$ cat config.mk
export PLATFORM = sky130hd
export DESIGN_NAME = param_alu
export DESIGN_NICKNAME = d
export VERILOG_FILES = /design/src/rtl/param_alu.sv
export SDC_FILE = /design/constraint.sdc
export NUM_CORES = 1
export LEC_CHECK = 0
export ABC_AREA = 1
export BUFFER_PORTS_ARGS = -buffer_cell sky130_fd_sc_hd__buf_4
export CAP_MARGIN = 25
export CORE_UTILIZATION = 56
export CTS_CLUSTER_DIAMETER = 40
export CTS_CLUSTER_SIZE = 30
export DETAILED_ROUTE_END_ITERATION = 8
export HOLD_SLACK_MARGIN = 0.05
export PLACE_DENSITY = 0.78
export SETUP_SLACK_MARGIN = 0.1
export SYNTH_ARGS = -nofsm -noshare
export SYNTH_HDL_FRONTEND = slang
export SYNTH_SLANG_ARGS = --single-unit
$ cat constraint.sdc
create_clock -name clk -period 2.05 [get_ports clk]
set_clock_uncertainty 0.05 [all_clocks]
set_input_delay 0.205 -clock clk [delete_from_list [all_inputs] [get_ports clk]]
set_output_delay 0.205 -clock clk [all_outputs]
set_load 0.01 [all_outputs]
$ cat src/rtl/param_alu.sv
// param_alu: parametrised serial-operand ALU.
//   An operation takes two consecutive opcode_valid cycles. The first carries
//   operand A and the opcode, the second carries operand B. ADD/SUB/AND/OR/XOR
//   finish in one execute cycle. MUL is an iterative shift-add that takes
//   DATA_WIDTH cycles. Illegal opcodes complete with done and error together.
//   If the B cycle is missing, the operation is aborted with an error pulse.
// Ports:
//   clk          rising-edge clock
//   reset        synchronous, active-high reset
//   opcode_valid high for the A cycle and then the B cycle of an operation
//   opcode       operation select, sampled in the A cycle only
//   data         operand A, then operand B
//   result       registered result, held until the next done
//   overflow     carry / borrow / high-product flag, held with result
//   done         one-cycle completion pulse
//   busy         high from A capture until the done cycle
//   error        one-cycle pulse on abort or illegal opcode
module param_alu #(
  parameter int DATA_WIDTH = 8,
  parameter bit MUL_EN     = 1'b1
) (
  input  logic                  clk,
  input  logic                  reset,
  input  logic                  opcode_valid,
  input  logic [2:0]            opcode,
  input  logic [DATA_WIDTH-1:0] data,
  output logic [DATA_WIDTH-1:0] result,
  output logic                  overflow,
  output logic                  done,
  output logic                  busy,
  output logic                  error
);

  localparam logic [2:0] OP_ADD = 3'd0;
  localparam logic [2:0] OP_SUB = 3'd1;
  localparam logic [2:0] OP_AND = 3'd2;
  localparam logic [2:0] OP_OR  = 3'd3;
  localparam logic [2:0] OP_XOR = 3'd4;
  localparam logic [2:0] OP_MUL = 3'd5;

  localparam int              CNT_W    = $clog2(DATA_WIDTH);
  localparam logic [CNT_W-1:0] LAST_CNT = CNT_W'(DATA_WIDTH - 1);

  typedef enum logic [1:0] {
    ST_IDLE     = 2'd0,
    ST_LOAD_B   = 2'd1,
    ST_EXEC     = 2'd2,
    ST_MUL_ITER = 2'd3
  } state_t;

  state_t                    state_r, next_state_s;
  logic [DATA_WIDTH-1:0]     a_r, b_r;
  logic [2:0]                op_r;
  logic [2*DATA_WIDTH-1:0]   prod_r, mcand_r, mul_addend_s, prod_sum_s;
  logic [DATA_WIDTH-1:0]     mplier_r;
  logic [CNT_W-1:0]          cnt_r;
  logic                      mul_sel_s, last_iter_s;
  logic [DATA_WIDTH:0]       add_full_s, sub_full_s;
  logic [DATA_WIDTH-1:0]     exec_result_s;
  logic                      exec_ovf_s, exec_illegal_s;
  logic [DATA_WIDTH-1:0]     result_r, result_nxt_s;
  logic                      overflow_r, overflow_nxt_s;
  logic                      done_r, done_nxt_s;
  logic                      busy_r, busy_nxt_s;
  logic                      error_r, error_nxt_s;

  assign mul_sel_s   = MUL_EN && (op_r == OP_MUL);
  assign last_iter_s = (state_r == ST_MUL_ITER) && (cnt_r == LAST_CNT);

  // State register.
  always_ff @(posedge clk) begin
    if (reset) begin
      state_r <= ST_IDLE;
    end else begin
      state_r <= next_state_s;
    end
  end

  // Next-state decode.
  always_comb begin
    next_state_s = state_r;
    case (state_r)
      ST_IDLE: begin
        if (opcode_valid) next_state_s = ST_LOAD_B;
        else              next_state_s = ST_IDLE;
      end
      ST_LOAD_B: begin
        if (!opcode_valid) next_state_s = ST_IDLE;
        else if (mul_sel_s) next_state_s = ST_MUL_ITER;
        else                next_state_s = ST_EXEC;
      end
      ST_EXEC: next_state_s = ST_IDLE;
      ST_MUL_ITER: begin
        if (last_iter_s) next_state_s = ST_IDLE;
        else             next_state_s = ST_MUL_ITER;
      end
      default: next_state_s = ST_IDLE;
    endcase
  end

  // Single-cycle operations. MUL only reaches EXEC when MUL_EN=0, so it is illegal here.
  always_comb begin
    add_full_s     = {1'b0, a_r} + {1'b0, b_r};
    sub_full_s     = {1'b0, a_r} - {1'b0, b_r};
    exec_result_s  = {DATA_WIDTH{1'b0}};
    exec_ovf_s     = 1'b0;
    exec_illegal_s = 1'b0;
    case (op_r)
      OP_ADD: begin
        exec_result_s = add_full_s[DATA_WIDTH-1:0];
        exec_ovf_s    = add_full_s[DATA_WIDTH];
      end
      OP_SUB: begin
        // The extra bit of the widened difference is the borrow, i.e. A < B.
        exec_result_s = sub_full_s[DATA_WIDTH-1:0];
        exec_ovf_s    = sub_full_s[DATA_WIDTH];
      end
      OP_AND:  exec_result_s = a_r & b_r;
      OP_OR:   exec_result_s = a_r | b_r;
      OP_XOR:  exec_result_s = a_r ^ b_r;
      default: exec_illegal_s = 1'b1;
    endcase
  end

  // Shift-add step: add the shifted multiplicand when the current multiplier bit is set.
  always_comb begin
    if (mplier_r[0]) mul_addend_s = mcand_r;
    else             mul_addend_s = {(2*DATA_WIDTH){1'b0}};
    prod_sum_s = prod_r + mul_addend_s;
  end

  // Next values of the registered outputs.
  always_comb begin
    result_nxt_s   = result_r;
    overflow_nxt_s = overflow_r;
    done_nxt_s     = 1'b0;
    busy_nxt_s     = busy_r;
    error_nxt_s    = 1'b0;
    case (state_r)
      ST_IDLE: begin
        if (opcode_valid) busy_nxt_s = 1'b1;
        else              busy_nxt_s = busy_r;
      end
      ST_LOAD_B: begin
        if (!opcode_valid) begin
          error_nxt_s = 1'b1;
          busy_nxt_s  = 1'b0;
        end else begin
          busy_nxt_s  = busy_r;
        end
      end
      ST_EXEC: begin
        result_nxt_s   = exec_result_s;
        overflow_nxt_s = exec_ovf_s;
        done_nxt_s     = 1'b1;
        busy_nxt_s     = 1'b0;
        error_nxt_s    = exec_illegal_s;
      end
      ST_MUL_ITER: begin
        if (last_iter_s) begin
          result_nxt_s   = prod_sum_s[DATA_WIDTH-1:0];
          overflow_nxt_s = |prod_sum_s[2*DATA_WIDTH-1:DATA_WIDTH];
          done_nxt_s     = 1'b1;
          busy_nxt_s     = 1'b0;
        end else begin
          busy_nxt_s     = busy_r;
        end
      end
      default: begin
        busy_nxt_s = 1'b0;
      end
    endcase
  end

  // Operand capture and multiplier datapath.
  always_ff @(posedge clk) begin
    if (reset) begin
      a_r      <= {DATA_WIDTH{1'b0}};
      b_r      <= {DATA_WIDTH{1'b0}};
      op_r     <= 3'd0;
      prod_r   <= {(2*DATA_WIDTH){1'b0}};
      mcand_r  <= {(2*DATA_WIDTH){1'b0}};
      mplier_r <= {DATA_WIDTH{1'b0}};
      cnt_r    <= {CNT_W{1'b0}};
    end else begin
      if (state_r == ST_IDLE && opcode_valid) begin
        a_r  <= data;
        op_r <= opcode;
      end
      if (state_r == ST_LOAD_B && opcode_valid) begin
        b_r      <= data;
        mcand_r  <= {{DATA_WIDTH{1'b0}}, a_r};
        mplier_r <= data;
        prod_r   <= {(2*DATA_WIDTH){1'b0}};
        cnt_r    <= {CNT_W{1'b0}};
      end
      if (state_r == ST_MUL_ITER) begin
        prod_r   <= prod_sum_s;
        mcand_r  <= mcand_r << 1;
        mplier_r <= mplier_r >> 1;
        cnt_r    <= cnt_r + CNT_W'(1);
      end
    end
  end

  // Output registers.
  always_ff @(posedge clk) begin
    if (reset) begin
      result_r   <= {DATA_WIDTH{1'b0}};
      overflow_r <= 1'b0;
      done_r     <= 1'b0;
      busy_r     <= 1'b0;
      error_r    <= 1'b0;
    end else begin
      result_r   <= result_nxt_s;
      overflow_r <= overflow_nxt_s;
      done_r     <= done_nxt_s;
      busy_r     <= busy_nxt_s;
      error_r    <= error_nxt_s;
    end
  end

  assign result   = result_r;
  assign overflow = overflow_r;
  assign done     = done_r;
  assign busy     = busy_r;
  assign error    = error_r;

endmodule
# Word-level counts from Yosys, hierarchy flattened
# Cells that the tools add are included.
# totals
elab_cells	75
input_bits	14
reg_bits	76
# op_classes
n_addsub	4
n_reduce_logical	12
bitwise	3
n_eq_ne	12
mux	29
# ops
cell	n
16-bit 2-to-1 mux	5
8-bit one-hot mux with 5 select lines	1
16-bit adder	1
8-bit one-hot mux with 2 select lines	1
7-bit 2-to-1 mux	2
8-bit by 8-bit adder with 9-bit output	1
3-bit equality test (second input constant)	3
1-bit 2-to-1 mux	9
8-bit by 8-bit subtractor with 9-bit output	1
8-bit bitwise AND	1
8-bit 2-to-1 mux	1
8-bit bitwise OR	1
1-bit one-hot mux with 2 select lines	4
2-bit one-hot mux with 4 select lines	1
8-bit OR reduction	1
8-bit bitwise XOR	1
3-bit by 2-bit equality test with 1-bit output (second input constant)	2
3-bit 2-to-1 mux	2
2-bit inequality test (second input constant)	3
5-bit OR reduction	1
2-bit equality test (second input constant)	2
2-bit 2-to-1 mux	2
1-bit one-hot mux with 4 select lines	1
2-bit nonzero test	2
9 further kinds	11

# Depth between registers and ports, before layout
# Gate-level depths: netlist of run 1.
# depth
depth_word	5
mapped_depth	19
depth_no_buf	17

# Least setup slack after synthesis of run 1
# OpenSTA, ideal clock, no wires.
# synth_path
path_type	register to register
startpoint	reg mplier_r[0]
endpoint	reg overflow_r, in the netlist overflow
t_arrival_ns	1.969
required_ns	1.875
slack_ns	-0.094
path_buffers	2
stages_incl_launch_ff	18
path_cell_list	dfxtp_1 -> buf_2 -> clkbuf_1 -> nand2_1 -> inv_1 -> fa_1 -> nand3_1 -> nand3_1 -> nand2_1 -> nand2_1 -> nand2_1 -> nand2_1 -> nor2_1 -> nand2_1 -> nor2_1 -> nand2_1 -> nand2_1 -> a21oi_2
# synth_between
elab_chain_len	5
# synth_lines
element	line	text
from (decl)	55	logic [DATA_WIDTH-1:0] mplier_r;
from (signal assigned)	183	mplier_r <= {DATA_WIDTH{1'b0}};
from (signal assigned)	193	mplier_r <= data;
from (signal assigned)	200	mplier_r <= mplier_r >> 1;
16-bit 2-to-1 mux	127	if (mplier_r[0]) mul_addend_s = mcand_r;
16-bit adder	129	prod_sum_s = prod_r + mul_addend_s;
8-bit OR reduction	162	overflow_nxt_s = |prod_sum_s[2*DATA_WIDTH-1:DATA_WIDTH];
1-bit 2-to-1 mux	160	if (last_iter_s) begin
1-bit one-hot mux with 2 select lines	139	case (state_r)
to (signal assigned)	216	overflow_r <= overflow_nxt_s;
to (decl)	62	logic overflow_r, overflow_nxt_s;
# Every way passes these cells. The select of a mux whose other input is x is not followed.
# A chain may end at the register's enable or synchronous reset.

# Worst setup path in the final report of run 1
# Ends and elaborated chain as after synthesis.

==> parameters.txt, run 1 <==
Parameter                              Value

Run status
  Run status    complete, but fails checks
  Violations in the final reports    negative setup slack

CTS
  Latest clock arrival within the worst-skew pair    350 ps
  Root Buffer    sky130_fd_sc_hd__clkbuf_8
  Number of clock buffers inserted by TritonCTS    9
  Max Buffers Root-to-Sink    2
  Post-CTS clock slew at the launch and capture registers of the worst setup and hold paths    100 ps
  CTS HTree Levels    3
  Sinks on the clock net    76
  TritonCTS clock tree    yes
  Hold buffer count at cts    0

Worst setup path
  Flop2flop setup slack    -100 ps
  Critical path data required time    2240 ps
  Startpoint-to-endpoint class of the critical path    reg2reg
  CP cell instances    buf_6, nand2_2, inv_2, ha_4, nand2_1, nor2_2, nand2_1, nand3_2, nand2_2, nand2_1, nand2_1, nand2_1, nand2_1, nor2_1, nand2_1, nand2_1, a21oi_2
  Largest fanout on the critical path    5
  Capture point of the critical path    overflow
  Slowest CP cell    sky130_fd_sc_hd__dfxtp_4
  Sort of element at the end of the critical path    flip-flop
  Startpoint of the worst register-to-register path    mplier_r[0]
  R2R Path End    overflow
  Cell repeated most along the worst path    sky130_fd_sc_hd__nand2_1
  CP startpoint    mplier_r[0]
  Kind of start point of the critical path    flip-flop
  Longest individual stage delay on the worst path    380 ps
  R2R depth    17
  Crit path DAT    2340 ps

Route
  Vias after detailed routing    5339
  DRC violation count after routing    0
  Starting DRC count in detailed routing    400
  Number of routed nets with antenna violations    0
  Routed length per instance    15.6 um
  Vias per inst    5.64
  Number of detailed-routing iterations run before antenna repair    5
  Detailed-route wire length    14700 um

Layout
  Number of antenna cells inserted    0
  Area growth from synthesis to layout    26.8%
  Final nets    896
  Final instance area    6380 um^2
  Share of post-route cells with drive strength above 1    26.1%

Synthesis
  Most used DFF post-synth    sky130_fd_sc_hd__dfxtp_1
  Cells taking the most area after synthesis    sky130_fd_sc_hd__dfxtp_1, sky130_fd_sc_hd__nand2_1, sky130_fd_sc_hd__ha_1
  Flip-flop and latch count after synthesis    76
  Async set-reset flop share out of synthesis    0%
  Share of the synthesized area in the top cell type    30.2%
  Number of enable-type register cells in the synthesized netlist    0
  Syn avg cell area    6.55 um^2
  Portion of the post-synthesis area used by sequential elements    30.2%
  Number of distinct standard cells referenced by the synthesized netlist    41
  Netlist area before placement    5030 um^2
  Cell accounting for the most synthesized area    sky130_fd_sc_hd__dfxtp_1
  Count of synthesis-stage warnings from yosys    0
  Synth Instances    769
  Synthesized net count    832

Min path
  Hold Crit Start    opcode[1]
  Type of the worst min-delay path    in2reg

STA
  Transition time at the pin with the least slew margin    673 ps
  Minimum period implied by the final worst setup slack    2150 ps
  Final-report setup violation count    3
  Final WS setup    -102 ps
  Unrepaired setup endpoints after global routing    true
  Highest clock frequency the design can meet    0.465 GHz
  Worst hold slack    76.7 ps
  Hold Violations, Final    0
  Final number of max-transition violations    0
  Setup tns final    -206 ps
  Max-slew headroom    55.0%
  Final critical-path share of the clock period    105%

Floorplanning
  Core area    8720 um^2
  Number of I/O pins    26
  Starting utilization of the core area    57.7%
  DIE WIDTH    96.8 um
  Height of the die    96.8 um
  Die footprint    9370 um^2
  Number of placement rows    34

Pwr
  Power per cell area    488 nW/um^2
  Total power    3.11 mW
  Leakage component of the power    3.02 nW
  Worst voltage drop across the vdd grid    350 uV

Global routing
  Overall global routing resource usage    31.5%
  Largest net degree at the start of global routing    38
  Overflow after GRT    0
  Number of global-route vias before repair    5007
  Wire length of the first global-routing pass    23900 um
  Antenna violations before repair    0

Place
  Worst slack at placement    -209 ps
  Quantity of I/O buffers inserted on ports    25
  Detail Placement HPWL    10500 um
  Placer's final routability congestion estimate    0.908
  Total cell area at the placement stage    5680 um^2

Flow run
  Max-capacitance violation count    0
-- power breakdown --
group,internal [mW],switching (mW)
Sequential,1.51,0.0400
Combinational,0.182,0.305
Clock,0.457,0.620
-- layout by cell type (no fill, tap or decap), drive strengths merged, types with 7 or more instances in the layout --
cell    synthesis  layout
buf            13      80
o22ai           7       7
nor2           39      39
clkbuf         14       9
nor3            7       7
nand3          48      48
dfxtp          76      76
inv           118     122
o21ai          42      42
ha             46      46
a21oi          94      94
nand2         223     223
-- cells in the mapped netlist, types with 4 or more instances --
master                     instances
sky130_fd_sc_hd__nor2_2            4
sky130_fd_sc_hd__dfxtp_1          76
sky130_fd_sc_hd__ha_1             46
sky130_fd_sc_hd__buf_1             4
sky130_fd_sc_hd__nor3_1            6
sky130_fd_sc_hd__o22ai_1           7
sky130_fd_sc_hd__o21ai_0          35
sky130_fd_sc_hd__buf_2             9
sky130_fd_sc_hd__or2_2             4
sky130_fd_sc_hd__o21ai_1           6
sky130_fd_sc_hd__a31oi_1           6
sky130_fd_sc_hd__nand4_1           5
sky130_fd_sc_hd__nand3_1          45
sky130_fd_sc_hd__clkbuf_1         13
sky130_fd_sc_hd__nand2_1         221
sky130_fd_sc_hd__nor2_1           35
sky130_fd_sc_hd__inv_1           106
sky130_fd_sc_hd__a21oi_1          91
sky130_fd_sc_hd__inv_2            12
-- registers in the layout, indices dropped and copies added (netlist names) --
register  count
a_r           8
b_r           8
busy          1
cnt_r         3
done          1
error         1
mcand_r      16
mplier_r      8
op_r          3
overflow      1
prod_r       16
result        8
state_r       2
-- metrics by stage --
step / utilization [%] / instances
detailed placement: 65.1 / 919
global route: 73.2 / 946
CTS: 70.5 / 943
global placement: 65.1 / 919
finish: 73.2 / 946
floorplan: - / 769
-- worst min-delay path by stage --
stage               slack, ps  cells after the start          end
floorplan                 310                      2         busy
global placement          400                      2  mcand_r[15]
detailed placement        400                      2  mcand_r[15]
CTS                        50                      3      op_r[1]
global route               80                      3       b_r[4]
finish                     80                      3      op_r[1]
-- final cells by class --
cell class	instances	area [um^2]
flip-flops and latches	76	1540
inverters	119	457
repair buffers	80	641
fillers	692	2340
well taps	108	135
clock buffers	9	124
multi-input cells	547	3430
clock inverters	7	56.3
-- what timing repair did --
item                       4_1_cts  5_1_grt
gates resized for setup         54       60
buffers inserted                 9        4
setup endpoints to repair       19       21
pin swaps                       23       30
-- critical path: cells and delay by family (launching register included) --
family | cells | cell delay (ps)
buffers and inverters | 2 | 200
DFF | 1 | 380
and+or+nand+nor | 13 | 1100
adders and majority gates | 1 | 290
AOI/OAI and AO/OA | 1 | 50
-- metal layers --
metal	vias up	global-route usage, %	wire length (um)
li1	2606	-	-
met1	2516	43.9	6700
met2	187	49.2	6760
met3	30	5.56	911
met4	0	10.6	350
met5	-	0	0
-- cells by family after synthesis --
| group | share of synthesized area, % |
|---|---|
| AO/OA/AOI/OAI | 17.9 |
| AND/OR/NAND/NOR | 27.7 |
| adder cells (fa/ha/maj) | 12.6 |
| buffers and inverters | 11.1 |
| flip-flops | 30.2 |
| XOR/XNOR | 0.348 |
(Power assumes the default switching activity.)
==> run 2: changes to the inputs <==
Settings changed: SKIP_CTS_REPAIR_TIMING set to 1.
==> parameters.txt, run 2 (same netlist as run 1, synthesis figures left out) <==
Parameter                              Value

Global routing
  Number of global-route vias before repair    4808 (-4.0%)
  Overflow after GRT    0 (unchanged)
  Wire length of the first global-routing pass    22900 um (-4.0%)
  Largest net degree at the start of global routing    38 (unchanged)
  Overall global routing resource usage    30.1% (-1.4 points)
  Antenna violations before repair    0 (unchanged)

Min path
  Min-Delay Path Depth    3 (unchanged)
  Type of the worst min-delay path    in2reg
  Hold Crit Start    opcode[1]
  Destination of the worst hold path    op_r[1]

Layout
  Registers with the most flip-flops    mcand_r: 16 flops, prod_r: 16 flops
  Number of antenna cells inserted    0 (unchanged)
  Filler Cells Inserted    708 (+2.3%)
  Final core utilization    72.5% (-0.63 points)
  Final nets    892 (-0.45%)
  Share of post-route cells with drive strength above 1    26.4% (+0.25 points)
  Area growth from synthesis to layout    25.7%
  Most frequent standard cell in the layout excluding fill and tap cells    sky130_fd_sc_hd__nand2_1
  Most frequent cells in the layout    sky130_fd_sc_hd__nand2_1, sky130_fd_sc_hd__inv_1, sky130_fd_sc_hd__a21oi_1

STA
  Final-report setup violation count    4 (+1)
  Hold Violations, Final    0 (unchanged)
  Minimum period implied by the final worst setup slack    2180 ps (+29.5 ps)
  Final number of max-transition violations    0 (unchanged)
  Max-slew headroom    54.0% (-0.99 points)
  Final WS setup    -131 ps (-29.5 ps)
  Transition time at the pin with the least slew margin    688 ps (+14.9 ps)
  Highest clock frequency the design can meet    0.458 GHz (-1.4%)
  Unrepaired setup endpoints after global routing    true
  Final critical-path share of the clock period    106% (+1.4 points)

Worst setup path
  Crit path DAT    2370 ps (+30 ps)
  Startpoint-to-endpoint class of the critical path    reg2reg
  Flop2flop setup slack    -130 ps (-30 ps)
  Slowest CP cell    sky130_fd_sc_hd__dfxtp_4
  Longest individual stage delay on the worst path    380 ps (about the same)
  Dominant delay contributor by cell family on the critical path    simple AND/OR/NAND/NOR gates
  Critical path data required time    2240 ps (about the same)
  R2R depth    15 (-2)
  Buffers plus inverters on the worst setup path    2 (unchanged)
  R2R Path End    overflow
  Cell repeated most along the worst path    sky130_fd_sc_hd__nand2_1
  Kind of start point of the critical path    flip-flop
  Startpoint of the worst register-to-register path    mplier_r[0]
  Sort of element at the end of the critical path    flip-flop
  Largest fanout on the critical path    5 (unchanged)
  CP cell instances    buf_6, nand2_1, inv_2, ha_4, nand2_4, nor2_2, nand2_2, nand2_2, nand2_1, nand3_1, nand3_1, nor2_1, nand2_1, nand2_1, a21oi_2

Flow run
  Max-capacitance violation count    0 (unchanged)

Route
  Detailed-route wire length    14700 um (-0.35%)
  Vias per inst    5.65 (+0.16%)
  Number of detailed-routing iterations run before antenna repair    6 (+1)
  Vias after detailed routing    5325 (-0.26%)
  Routed length per instance    15.6 um (about the same)
  Starting DRC count in detailed routing    416 (+4.0%)
  Number of routed nets with antenna violations    0 (unchanged)
  DRC violation count after routing    0 (unchanged)

CTS
  TritonCTS clock tree    yes
  Max Buffers Root-to-Sink    2 (unchanged)
  Latest clock arrival within the worst-skew pair    360 ps (about the same)
  Post-CTS clock slew at the launch and capture registers of the worst setup and hold paths    90 ps (about the same)
  CTS HTree Levels    3 (unchanged)
  Sinks on the clock net    76 (unchanged)
  Root Buffer    sky130_fd_sc_hd__clkbuf_8
  Number of clock buffers inserted by TritonCTS    9 (unchanged)

Pwr
  Power per cell area    489 nW/um^2 (+0.16%)
  Worst voltage drop across the vdd grid    349 uV (-0.46%)
  Leakage component of the power    3.02 nW (-0.27%)

Place
  Detail Placement HPWL    10500 um (unchanged)
  Worst slack at placement    -209 ps (unchanged)
  Placer's final routability congestion estimate    0.908 (unchanged)
  Quantity of I/O buffers inserted on ports    25 (unchanged)

Floorplanning
  Height of the die    96.8 um (unchanged)
  Core area    8720 um^2 (unchanged)
  DIE WIDTH    96.8 um (unchanged)
  Number of placement rows    34 (unchanged)
  Starting utilization of the core area    57.7% (unchanged)
  Number of I/O pins    26 (unchanged)
  Die footprint    9370 um^2 (unchanged)

Run status
  Run status    complete, but fails checks
  Violations in the final reports    negative setup slack
run 2: final cells by class:
| class | instances | area [um^2] | share of cell area (%) |
|---|---|---|---|
| clock buffer | 9 | 124 | 1.96 |
| clock inverter | 7 | 56.3 | 0.890 |
| inverter | 119 | 454 | 7.18 |
| multi-input combinational | 547 | 3420 | 54.1 |
| sequential | 76 | 1530 | 24.2 |
| tap | 108 | 135 | 2.14 |
| timing repair buffer | 76 | 603 | 9.53 |
run 2: per-stage QoR:
stage | setup TNS (ps) | total power [mW] | area, um^2 | hold slack, ps | instances
floorplan | 0 | 1.87 | 5130 | 306 | 769
global placement | -190 | 2.00 | 5680 | 399 | 919
detailed placement | -505 | 2.01 | 5680 | 403 | 919
CTS | -931 | 3.07 | 5860 | 52.7 | 935
global route | -961 | 3.23 | 6330 | 80.8 | 942
finish | -163 | 3.09 | 6330 | 56.9 | 942
run 2: worst max-delay path by stage:
stage                     start  cells past startpoint  endpoint
finish              mplier_r[0]                     15  overflow
global route        mplier_r[0]                     14  overflow
CTS                 mplier_r[0]                     16  overflow
detailed placement  mplier_r[0]                     16  overflow
global placement    mplier_r[0]                     16  overflow
floorplan           mplier_r[0]                     17  overflow
run 2: layer usage:
metal | vias up | routed length (um) | global-route usage (%)
met2 | 200 | 6650 | 47.1
met4 | 0 | 400 | 8.15
li1 | 2592 | - | -
met1 | 2491 | 6650 | 43.2
met3 | 42 | 961 | 4.62
met5 | - | 0 | 0
run 2: tightest hold or removal path: cells and delay by family:
kind | cells | cell delay (ps)
buffers and inverters | 1 | 80
AND/OR/NAND/NOR | 1 | 80
AO/OA/AOI/OAI | 1 | 70
run 2: power by group:
part | switching (mW) | internal [mW] | total, mW
sequential | 0.0400 | 1.51 | 1.55
clock | 0.611 | 0.456 | 1.07
combinational | 0.301 | 0.172 | 0.473
